**src/rtl/spike_servo_driver.sv**
```systemverilog
// Spike-rate to servo PWM driver: counts spike rising edges per window, maps the
// rate to a clamped pulse width and drives a fixed-period PWM with period-aligned updates.
//
// state | meaning
// IDLE  | parked (en=0 or after reset); pwm low, period counter cleared
// HIGH  | pwm high for the first active-width cycles of the period
// LOW   | pwm low for the remainder of the period; reloads width at the wrap
module spike_servo_driver #(
  parameter int WINDOW_CYCLES = 100,
  parameter int PWM_PERIOD    = 200,
  parameter int MIN_PULSE     = 20,
  parameter int STEP          = 2,
  parameter int MAX_PULSE     = 60
) (
  input  logic        clk,
  input  logic        reset,
  input  logic        en,
  input  logic        spike,
  output logic        pwm,
  output logic [7:0]  rate,
  output logic        rate_valid,
  output logic [15:0] pulse_width
);

  localparam int WCW = $clog2(WINDOW_CYCLES);
  localparam logic [WCW-1:0] WIN_LAST = WCW'(WINDOW_CYCLES - 1);
  localparam logic [15:0]    PER_LAST = 16'(PWM_PERIOD - 1);
  localparam logic [15:0]    MIN_W    = 16'(MIN_PULSE);
  localparam logic [31:0]    MAX_W32  = 32'(MAX_PULSE);

  typedef enum logic [1:0] {
    IDLE = 2'd0,
    HIGH = 2'd1,
    LOW  = 2'd2
  } state_t;

  // ---------------------------------------------------------------- rate window
  logic           spike_d;
  logic           edge_det;
  logic [WCW-1:0] win_cnt;
  logic [7:0]     cnt;
  logic           win_last;
  logic [8:0]     cnt_sum;
  logic [7:0]     cnt_sat;

  assign edge_det = spike & ~spike_d;
  assign win_last = (win_cnt == WIN_LAST);
  assign cnt_sum  = {1'b0, cnt} + {8'd0, edge_det};
  assign cnt_sat  = cnt_sum[8] ? 8'hff : cnt_sum[7:0];

  always_ff @(posedge clk) begin
    if (!reset) begin
      spike_d    <= 1'b0;
      win_cnt    <= '0;
      cnt        <= 8'd0;
      rate       <= 8'd0;
      rate_valid <= 1'b0;
    end else begin
      spike_d <= spike;
      if (!en) begin
        win_cnt    <= '0;
        cnt        <= 8'd0;
        rate_valid <= 1'b0;
      end else begin
        rate_valid <= win_last;
        if (win_last) begin
          win_cnt <= '0;
          cnt     <= 8'd0;
          rate    <= cnt_sat;
        end else begin
          win_cnt <= win_cnt + 1'b1;
          cnt     <= cnt_sat;
        end
      end
    end
  end

  // ---------------------------------------------------------------- width map
  // Wide intermediate so rate*STEP cannot wrap before the clamp.
  logic [31:0] width_raw;
  logic [15:0] width_map;

  assign width_raw = 32'(MIN_PULSE) + 32'(rate) * 32'(STEP);
  assign width_map = (width_raw > MAX_W32) ? 16'(MAX_PULSE) : width_raw[15:0];

  always_ff @(posedge clk) begin
    if (!reset) begin
      pulse_width <= MIN_W;
    end else if (en && rate_valid) begin
      pulse_width <= width_map;
    end
  end

  // ---------------------------------------------------------------- PWM FSM
  state_t      state, state_n;
  logic [15:0] p_cnt, p_cnt_n;
  logic [15:0] active, active_n;
  logic        pwm_n;

  always_ff @(posedge clk) begin
    if (!reset) begin
      state  <= IDLE;
      p_cnt  <= 16'd0;
      active <= MIN_W;
      pwm    <= 1'b0;
    end else begin
      state  <= state_n;
      p_cnt  <= p_cnt_n;
      active <= active_n;
      pwm    <= pwm_n;
    end
  end

  always_comb begin
    state_n  = state;
    p_cnt_n  = p_cnt;
    active_n = active;
    if (!en) begin
      state_n = IDLE;
      p_cnt_n = 16'd0;
    end else begin
      case (state)
        IDLE: begin
          p_cnt_n  = 16'd0;
          active_n = pulse_width;
          state_n  = (pulse_width == 16'd0) ? LOW : HIGH;
        end
        HIGH: begin
          p_cnt_n = p_cnt + 16'd1;
          if (p_cnt == active - 16'd1) begin
            state_n = LOW;
          end
        end
        LOW: begin
          // The only point where a new width is accepted, so a period is never altered.
          if (p_cnt == PER_LAST) begin
            p_cnt_n  = 16'd0;
            active_n = pulse_width;
            state_n  = (pulse_width == 16'd0) ? LOW : HIGH;
          end else begin
            p_cnt_n = p_cnt + 16'd1;
          end
        end
        default: begin
          state_n = IDLE;
          p_cnt_n = 16'd0;
        end
      endcase
    end
    pwm_n = (state_n == HIGH);
  end

endmodule
```
**config.mk**
```make
export PLATFORM = sky130hd
export DESIGN_NAME = spike_servo_driver
export DESIGN_NICKNAME = d
export VERILOG_FILES = /design/src/rtl/spike_servo_driver.sv
export SDC_FILE = /design/constraint.sdc
export NUM_CORES = 1
export LEC_CHECK = 0
export CAP_MARGIN = 20
export CORE_UTILIZATION = 55
export DETAILED_ROUTE_END_ITERATION = 6
export GPL_ROUTABILITY_DRIVEN = 0
export MAX_ROUTING_LAYER = met4
export PLACE_DENSITY = 0.76
export SLEW_MARGIN = 20
export SYNTH_ARGS = -nofsm -noshare
export SYNTH_HDL_FRONTEND = slang
export SYNTH_SLANG_ARGS = --single-unit
```
**constraint.sdc**
```tcl
create_clock -name clk -period 5.8 [get_ports clk]
set_clock_uncertainty 0.05 [all_clocks]
set_input_delay 0.58 -clock clk [delete_from_list [all_inputs] [get_ports clk]]
set_output_delay 0.58 -clock clk [all_outputs]
set_load 0.05 [all_outputs]
```
==> results of run 1 <==
-- cells in the mapped netlist, types with 2 or more instances --
cell | number | share of area, %
or3_4 | 2 | 0.70
buf_4 | 7 | 1.6
nand3_1 | 30 | 4.7
xor2_1 | 19 | 5.2
nand2_1 | 44 | 5.1
nor2_1 | 54 | 6.3
o21ai_0 | 10 | 1.6
nor3b_1 | 3 | 0.70
a21oi_1 | 6 | 0.93
a211oi_1 | 2 | 0.47
a41oi_1 | 2 | 0.54
nor3_1 | 5 | 0.78
and2_1 | 7 | 1.4
o22ai_1 | 2 | 0.39
mux2_2 | 3 | 1.0
clkbuf_1 | 17 | 2.0
mux2i_1 | 2 | 0.62
nand4_1 | 7 | 1.4
inv_1 | 10 | 1.2
nor2b_1 | 2 | 0.39
a21boi_0 | 7 | 1.6
dfxtp_1 | 62 | 39
nor4bb_1 | 2 | 0.62
a31oi_1 | 6 | 1.2
or2_2 | 3 | 0.58
nor4_1 | 7 | 1.4
xnor2_1 | 16 | 4.4
ha_1 | 11 | 4.3
o211a_1 | 6 | 1.9
and3_1 | 9 | 1.7
and4_1 | 2 | 0.54
-- flip-flops by register name, summed over array words and instances (netlist names) --
name,cells
active,9
cnt,8
p_cnt,16
pulse_width,9
pwm,1
rate,8
rate_valid,1
spike_d,1
state,2
win_cnt,7
-- cell type report --
cell class / count / area, µm² / share of cell area (%)
Inverter: 10 / 37.5 / 1.04
Timing Repair Buffer: 24 / 235 / 6.50
Multi-Input combinational cell: 295 / 1830 / 50.6
Clock inverter: 4 / 48.8 / 1.35
Sequential cell: 62 / 1240 / 34.3
Clock buffer: 10 / 138 / 3.80
Tap cell: 72 / 90.1 / 2.49
-- routing by layer --
layer | share of wire (%) | vias up
met1 | 46 | 1238
li1 | - | 1363
met5 | 0 | -
met3 | 4.8 | 12
met2 | 47 | 69
met4 | 1.7 | 0
-- worst min path at each step --
stage / from / to / slack (ns)
2_1_floorplan: win_cnt[0] / win_cnt[0] / 0.38
5_1_grt: win_cnt[0] / win_cnt[0] / 0.43
4_1_cts: win_cnt[0] / win_cnt[0] / 0.42
3_5_place_dp: win_cnt[0] / win_cnt[0] / 0.41
6_report: win_cnt[0] / win_cnt[0] / 0.42
3_3_place_gp: win_cnt[0] / win_cnt[0] / 0.39
-- stage by stage --
stage                     utilization (%)  cells
after global placement               61.6    463
after CTS                            65.0    477
final                                65.0    477
after global routing                 65.0    477
after floorplan                         -    393
after detailed placement             61.6    463
-- worst max-delay path, stage by stage (launching register included) --
cell and delay (ns):
dfxtp_1 0.42, ha_1 0.29, nor4bb_1 0.48, and4_1 0.39, mux2_2 0.31, nand2_1 0.21, nand2_1 0.14, nand3_1 0.07
-- cell usage in the layout (no fill, tap or decap), types with 3 or more instances in the layout --
| cell type | netlist | final |
|---|---|---|
| xor2_1 | 19 | 19 |
| nor4_1 | 7 | 7 |
| nand3_1 | 30 | 30 |
| a21boi_0 | 7 | 7 |
| nand2_1 | 44 | 44 |
| clkbuf_8 | 0 | 10 |
| and3_1 | 9 | 9 |
| nor3_1 | 5 | 5 |
| o21ai_0 | 10 | 10 |
| nor2_1 | 54 | 54 |
| dfxtp_1 | 62 | 62 |
| nand4_1 | 7 | 7 |
| a21oi_1 | 6 | 6 |
| inv_1 | 10 | 10 |
| and2_1 | 7 | 7 |
| or2_2 | 3 | 3 |
| a31oi_1 | 6 | 6 |
| xnor2_1 | 16 | 16 |
| conb_1 | 1 | 7 |
| o211a_1 | 6 | 6 |
| nor3b_1 | 3 | 3 |
| ha_1 | 11 | 11 |
| clkdlybuf4s50_1 | 0 | 22 |
| mux2_2 | 3 | 3 |
-- where the power goes --
group / internal (µW) / switching, µW / leakage (µW)
logic: 12.7 / 29.8 / 0.000790
registers: 429 / 3.47 / 0.000501
clock network: 204 / 161 / 0.0000980
-- cells by family (layout without fill, tap and decap cells) --
group                      after synthesis  count (layout)  synth area share (%)
and+or+nand+nor                        183             183                  27.7
AOI/OAI and AO/OA                       53              53                  12.1
muxes                                    5               5                  1.67
other                                    1               7                 0.116
adders and majority gates               11              11                  4.28
xor gates and xnor gates                36              36                  10.2
DFF                                     62              62                  38.6
buffers and inverters                   36              48                  5.29
==> impl_metrics.env, run 1 <==
export IMPL_status="finished, final reports clean"
export IMPL_wl_per_cell_um=13.8
export IMPL_cp_arrival_ns=2.65
export IMPL_tightest_slew_ns=0.888
export IMPL_drive_gt1_share_pct=7.41
export IMPL_viasPerCell=5.62
export IMPL_io_pins=30
export IMPL_overflow=0
export IMPL_setup_ws_ns=3.28
export IMPL_max_clock_freq_mhz=397
export IMPL_grt_pass1_wl_um=11000
export IMPL_via_count=2682
export IMPL_drcViolationCount=0
export IMPL_startpoint="p_cnt[0]"
export IMPL_synth_seq_cells=62
export IMPL_grt_util_met3_pct=7.56
export IMPL_clk_path_buf_depth=2
export IMPL_grt_met2_usage_pct=36.5
export IMPL_track_usage_pct=23.5
export IMPL_min_period_ns=2.52
export IMPL_cts_made_buffers=9
export IMPL_wirelength_um=6570
export IMPL_dpl_hpwl_um=4730
export IMPL_grt_start_max_net_pins=31
export IMPL_rrSetupSlack_ns=3.28
export IMPL_insertedDiodeCount=0
export IMPL_port_buffers=22
export IMPL_syn2layout_area_growth_pct=12.5
export IMPL_ir_drop_v=0.000180
export IMPL_whs_ns=0.422
export IMPL_reg2reg_depth=7
export IMPL_clk_latency_ns=0.34
export IMPL_cp_start_kind="register"
export IMPL_drv_cap=0
export IMPL_syn_area_per_cell_um2=8.32
export IMPL_r2r_end="active[2]"
export IMPL_synthFlopType="dfxtp_1"
export IMPL_use_met1_pct=28.3
export IMPL_yosys_warnings=0
export IMPL_die_area_mm2=0.00616
export IMPL_detailedPlace_worstSlack_ns=3.12
export IMPL_crit_required_ns=5.93
export IMPL_htreeDepth=3
export IMPL_cts_sinks=62
export IMPL_slew_violations=0
export IMPL_fin_nets=417
export IMPL_drt_initial_drc_count=137
export IMPL_start_util_pct=57.8
export IMPL_die_h_um=78.5
export IMPL_ctsRootBufferMaster="clkbuf_8"
export IMPL_syn_area_mm2=0.00322
export IMPL_die_w_um=78.5
export IMPL_ctsHoldBuffers=0
export IMPL_hold_viol=0
export IMPL_crit_fanout=10
export IMPL_worst_setup_path_type="register to register"
export IMPL_ant_nets=0
export IMPL_rsz0062_at_grt="no"
export IMPL_p_per_area_mw_per_mm2=232
export IMPL_setup_worst_path_end="active[2]"
export IMPL_grt_pass1_vias=2420
export IMPL_synth_seq_area_share_pct=38.6
export IMPL_p_total_uw=840
export IMPL_synthArstFlopShare_pct=0
export IMPL_r2r_start="p_cnt[0]"
export IMPL_p_leak_uw=0.00139
export IMPL_cts_setup_buffers=0
export IMPL_path_clk_slew_ns=0.07
export IMPL_coreArea_mm2=0.00557
export IMPL_stdcell_area_mm2=0.00362
export IMPL_crit_path_end_kind="register"
export IMPL_antenna_found_initial=0
export IMPL_std_cell_rows=27
export IMPL_finalSetupViolCount=0
export IMPL_fillCellCount=496
export IMPL_hold_depth=1
export IMPL_busiest_layer="met2"
export IMPL_place_area_mm2=0.00343
export IMPL_period_share_pct=43.5
export IMPL_synth_edf_count=0
export IMPL_drt_pass1_iterations=4
export IMPL_synthCells=387
export IMPL_cts_tree="yes"
export IMPL_finalSetupTns_ns=0
export IMPL_cts_resized=0
export IMPL_synth_cell_types=53
export IMPL_maxSlewHeadroom_pct=40.6
export IMPL_min_path_type="register to register"
Note: power is estimated with default switching activity, not from simulation.
==> inputs of run 2 (changes only) <==
CORE_UTILIZATION = 52   (was 55)
PLACE_DENSITY = 0.75   (was 0.76)
clock period = 2 ns   (was 5.8 ns; I/O delays follow)
==> impl_metrics.env, run 2 (same netlist as run 1, synthesis figures left out) <==
export IMPL_status="complete, but fails checks"
export IMPL_failed_checks="negative setup slack"
export IMPL_worst_setup_path_type="register to register"
export IMPL_cts_sinks=62
export IMPL_coreArea_mm2=0.00596
export IMPL_io_pins=30
export IMPL_die_h_um=80.7
export IMPL_overflow=0
export IMPL_largest_reg_flops=16
export IMPL_cp_common_cell="or3_4"
export IMPL_layout_commonest_cell="dfxtp_1"
export IMPL_syn2layout_area_growth_pct=28.4
export IMPL_ir_drop_v=0.000548
export IMPL_insertedDiodeCount=0
export IMPL_path_clk_slew_ns=0.07
export IMPL_ctsHoldBuffers=0
export IMPL_setup_ws_ns=-0.130
export IMPL_ant_nets=0
export IMPL_tightest_slew_ns=0.514
export IMPL_fin_nets=463
export IMPL_htreeDepth=3
export IMPL_max_flop_register="p_cnt"
export IMPL_port_buffers=22
export IMPL_grt_pass1_wl_um=11700
export IMPL_hold_depth=2
export IMPL_drv_cap=0
export IMPL_crit_required_ns=2.20
export IMPL_cts_tree="yes"
export IMPL_grt_start_max_net_pins=30
export IMPL_cts_made_buffers=9
export IMPL_finalSetupViolCount=3
export IMPL_finalSetupTns_ns=-0.331
export IMPL_final_cell_mix="57 x dfxtp_1, 48 x nor2_1, 46 x buf_4"
export IMPL_slowest_stage="or4_4"
export IMPL_path_buf_inv=0
export IMPL_std_cell_rows=28
export IMPL_clk_latency_ns=0.33
export IMPL_p_per_area_mw_per_mm2=592
export IMPL_place_area_mm2=0.00377
export IMPL_wirelength_um=7560
export IMPL_rrSetupSlack_ns=-0.13
export IMPL_via_count=2921
export IMPL_rsz0062_at_grt="yes"
export IMPL_r2r_start="active[6]"
export IMPL_dpl_hpwl_um=5270
export IMPL_cpPeakStageDelay_ns=0.44
export IMPL_r2r_end="state[1]"
export IMPL_drt_initial_drc_count=162
export IMPL_critPathTopFamily="simple AND/OR/NAND/NOR gates"
export IMPL_reg_largest_list="p_cnt (16), active (9), pulse_width (9)"
export IMPL_viasPerCell=5.53
export IMPL_drcViolationCount=0
export IMPL_antenna_found_initial=0
export IMPL_stdcell_area_mm2=0.00413
export IMPL_reg2reg_depth=6
export IMPL_period_share_pct=107
export IMPL_min_from="spike"
export IMPL_crit_fanout=3
export IMPL_wl_per_cell_um=14.3
export IMPL_clk_path_buf_depth=2
export IMPL_hold_viol=0
export IMPL_drt_pass1_iterations=4
export IMPL_stdcell_count=528
export IMPL_max_clock_freq_mhz=469
export IMPL_ctsRootBufferMaster="clkbuf_8"
export IMPL_p_leak_uw=0.00164
export IMPL_min_path_type="input port to register"
export IMPL_die_w_um=80.7
export IMPL_drive_gt1_share_pct=22.1
export IMPL_track_usage_pct=24.3
export IMPL_crit_path_end_kind="register"
export IMPL_path_cells="or3_4 -> or3_4 -> or4_4 -> a221oi_4 -> nand2_1 -> o32ai_2"
export IMPL_worstHoldEndpoint="spike_d"
export IMPL_min_period_ns=2.13
export IMPL_grt_pass1_vias=2615
export IMPL_die_area_mm2=0.00651
export IMPL_cp_start_kind="register"
export IMPL_slew_violations=0
export IMPL_cp_arrival_ns=2.33
export IMPL_maxSlewHeadroom_pct=65.6
export IMPL_dp_cells=507
export IMPL_start_util_pct=54.1
export IMPL_p_total_uw=2450
-- run 2: cell types whose count changed in the layout (fill, tap and decap cells not counted), sizes merged --
| cell | before | now |
|---|---|---|
| buf | 2 | 47 |
| clkbuf | 10 | 13 |
| clkinv | 3 | 2 |
| clkinvlp | 0 | 1 |
-- run 2: power breakdown --
part	leakage [µW]	switching [µW]	internal, µW	total, µW
Combinational	0.00105	98.2	51.7	150
Sequential	0.000503	6.36	1240	1250
Clock	0.0000904	478	573	1050
-- run 2: layer usage --
| metal | track usage [%] | up-vias | wire [µm] |
|---|---|---|---|
| li1 | - | 1454 | - |
| met2 | 41.5 | 67 | 3820 |
| met3 | 5.80 | 12 | 264 |
| met5 | - | - | 0 |
| met4 | 7.68 | 0 | 102 |
| met1 | 28.0 | 1388 | 3370 |
-- run 2: worst max path at each step --
stage,to,cells after the start,start,slack [ns]
floorplan,state[1],7,active[6],-0.22
global placement,state[1],6,active[2],-0.19
detailed placement,state[1],6,active[2],-0.23
CTS,state[1],6,active[6],-0.14
global route,state[1],6,active[6],-0.25
finish,state[1],6,active[6],-0.13
-- run 2: area by class of cell --
| class | count | area [µm²] |
|---|---|---|
| Multi-Input combinational cell | 295 | 1960 |
| Clock buffer | 12 | 135 |
| Fill cell | 492 | 1820 |
| Sequential cell | 62 | 1250 |
| Clock inverter | 4 | 47.5 |
| Timing Repair Buffer | 70 | 611 |
| Tap cell | 75 | 93.8 |
| Inverter | 10 | 37.5 |
-- run 2: timing repair --
action | CTS | global route
pin swaps | 4 | 6
setup endpoints to repair | 21 | 33
setup buffers | 0 | 4
endpoints found under the hold margin | 0 | 0
gates cloned | 0 | 1
resized for setup | 9 | 19
-- run 2: metrics by stage --
| step | hold slack, ns | worst slack [ns] | util, % |
|---|---|---|---|
| CTS | 0.390 | -0.136 | 67.1 |
| floorplan | 0.272 | -0.217 | - |
| global placement | 0.393 | -0.189 | 63.4 |
| global route | 0.410 | -0.248 | 69.4 |
| finish | 0.404 | -0.130 | 69.4 |
| detailed placement | 0.399 | -0.229 | 63.4 |
==> inputs of run 3 (changes only) <==
SETUP_SLACK_MARGIN = 0.15   (was unset)
==> impl_metrics.env, run 3 (same netlist as run 1, synthesis figures left out) <==
export IMPL_min_path_type="input port to register"
export IMPL_std_cell_rows=28
export IMPL_drcViolationCount=0
export IMPL_stdcell_count=524
export IMPL_critPathTopFamily="simple AND/OR/NAND/NOR gates"
export IMPL_p_per_area_mw_per_mm2=621
export IMPL_port_buffers=22
export IMPL_cpPeakStageDelay_ns=0.44
export IMPL_drive_gt1_share_pct=22.5
export IMPL_largest_reg_flops=16
export IMPL_layout_commonest_cell="dfxtp_1"
export IMPL_coreArea_mm2=0.00596
export IMPL_fillCellCount=440
export IMPL_die_area_mm2=0.00651
export IMPL_hold_depth=2
export IMPL_syn2layout_area_growth_pct=30.4
export IMPL_stdcell_area_mm2=0.00420
export IMPL_final_util_pct=70.5
export IMPL_die_h_um=80.7
export IMPL_setup_ws_ns=-0.200
export IMPL_clk_latency_ns=0.34
export IMPL_crit_required_ns=2.19
export IMPL_failed_checks="negative setup slack"
export IMPL_cp_arrival_ns=2.39
export IMPL_drt_initial_drc_count=142
export IMPL_p_leak_uw=0.00174
export IMPL_grt_pass1_vias=2701
export IMPL_tightest_slew_ns=0.596
export IMPL_antenna_found_initial=0
export IMPL_die_w_um=80.7
export IMPL_cp_common_cell="or3_4"
export IMPL_cts_made_buffers=9
export IMPL_wl_per_cell_um=14.6
export IMPL_reg_largest_list="p_cnt (16), active (9), pulse_width (9)"
export IMPL_grt_start_max_net_pins=30
export IMPL_final_cell_mix="57 x dfxtp_1, 50 x nor2_1, 43 x nand2_1, 43 x buf_4, 30 x nand3_1"
export IMPL_ir_drop_v=0.000620
export IMPL_wirelength_um=7650
export IMPL_insertedDiodeCount=0
export IMPL_overflow=0
export IMPL_crit_fanout=3
export IMPL_ctsRootBufferMaster="clkbuf_8"
export IMPL_track_usage_pct=25.4
export IMPL_status="complete, but fails checks"
export IMPL_start_util_pct=54.1
export IMPL_slowest_stage="or4_4"
export IMPL_rsz0062_at_grt="yes"
export IMPL_fin_nets=459
export IMPL_place_area_mm2=0.00381
export IMPL_io_pins=30
export IMPL_cp_depth=6
export IMPL_maxSlewHeadroom_pct=59.9
export IMPL_dpl_hpwl_um=5420
export IMPL_htreeDepth=3
export IMPL_path_cells="or3_4 -> or3_4 -> or4_4 -> a221oi_4 -> nand2_1 -> o32ai_2"
export IMPL_path_clk_slew_ns=0.07
export IMPL_cp_start_kind="register"
export IMPL_cts_tree="yes"
export IMPL_crit_path_end_kind="register"
export IMPL_cts_sinks=62
export IMPL_finalSetupViolCount=3
export IMPL_period_share_pct=110
export IMPL_max_flop_register="p_cnt"
export IMPL_ant_nets=0
export IMPL_detailedPlace_worstSlack_ns=-0.246
export IMPL_finalSetupTns_ns=-0.453
export IMPL_max_clock_freq_mhz=455
export IMPL_reg2reg_depth=6
export IMPL_worst_setup_path_type="register to register"
export IMPL_min_period_ns=2.20
export IMPL_hold_viol=0
export IMPL_drt_pass1_iterations=5
export IMPL_dp_cells=504
export IMPL_clk_path_buf_depth=2
export IMPL_via_count=2922
export IMPL_drv_cap=0
export IMPL_slew_violations=0
export IMPL_viasPerCell=5.58
export IMPL_grt_pass1_wl_um=12300
export IMPL_path_buf_inv=0
-- run 3: report_power, final --
part	total (µW)	internal [µW]	switching, µW
registers	1250	1240	6.31
clock network	1210	738	471
logic	151	51.9	98.9
-- run 3: path summary, 6_finish.rpt --
| check | start | endpoint | slack [ns] |
|---|---|---|---|
| worst min register to register | win_cnt[0] | win_cnt[0] | 0.43 |
| worst min-delay path | spike | spike_d | 0.39 |
| worst max register to register | active[6] | state[1] | -0.20 |
| worst max-delay path | active[6] | state[1] | -0.20 |
-- run 3: per-stage QoR --
step / hold slack [ns] / power, µW
finish: 0.393 / 2610
global route: 0.412 / 2700
CTS: 0.383 / 2620
detailed placement: 0.419 / 1420
global placement: 0.391 / 1420
floorplan: 0.272 / 1390
-- run 3: area by class of cell --
cell class              instances  area (µm²)  area share [%]
flip-flops and latches         62        1250            29.8
well taps                      75        93.8            2.24
inverters                      10        40.0           0.954
clock inverters                 3        67.6            1.61
repair buffers                 66         576            13.7
clock buffers                  13         149            3.55
multi-input cells             295        2020            48.1
-- run 3: routing by layer --
layer / up-vias / global-route usage (%) / routed length (µm)
li1: 1454 / - / -
met1: 1374 / 28.3 / 3320
met2: 78 / 43.8 / 3950
met3: 16 / 7.27 / 278
met4: 0 / 7.68 / 105
met5: - / - / 0
-- run 3: repair_timing --
| item | CTS | global route |
|---|---|---|
| setup buffers | 4 | 0 |
| endpoints found under the hold margin | 0 | 0 |
| hold buffers | 0 | 0 |
| gates resized for setup | 11 | 25 |
| pin swaps | 6 | 5 |
| setup endpoints to repair | 19 | 52 |
| cloned | 0 | 0 |
-- run 3: worst register-to-register path, stage by stage, from the launching register on --
cell,delay [ns]
dfxtp_1,0.31
or3_4,0.38
or3_4,0.37
or4_4,0.44
a221oi_4,0.33
nand2_1,0.12
o32ai_2,0.11
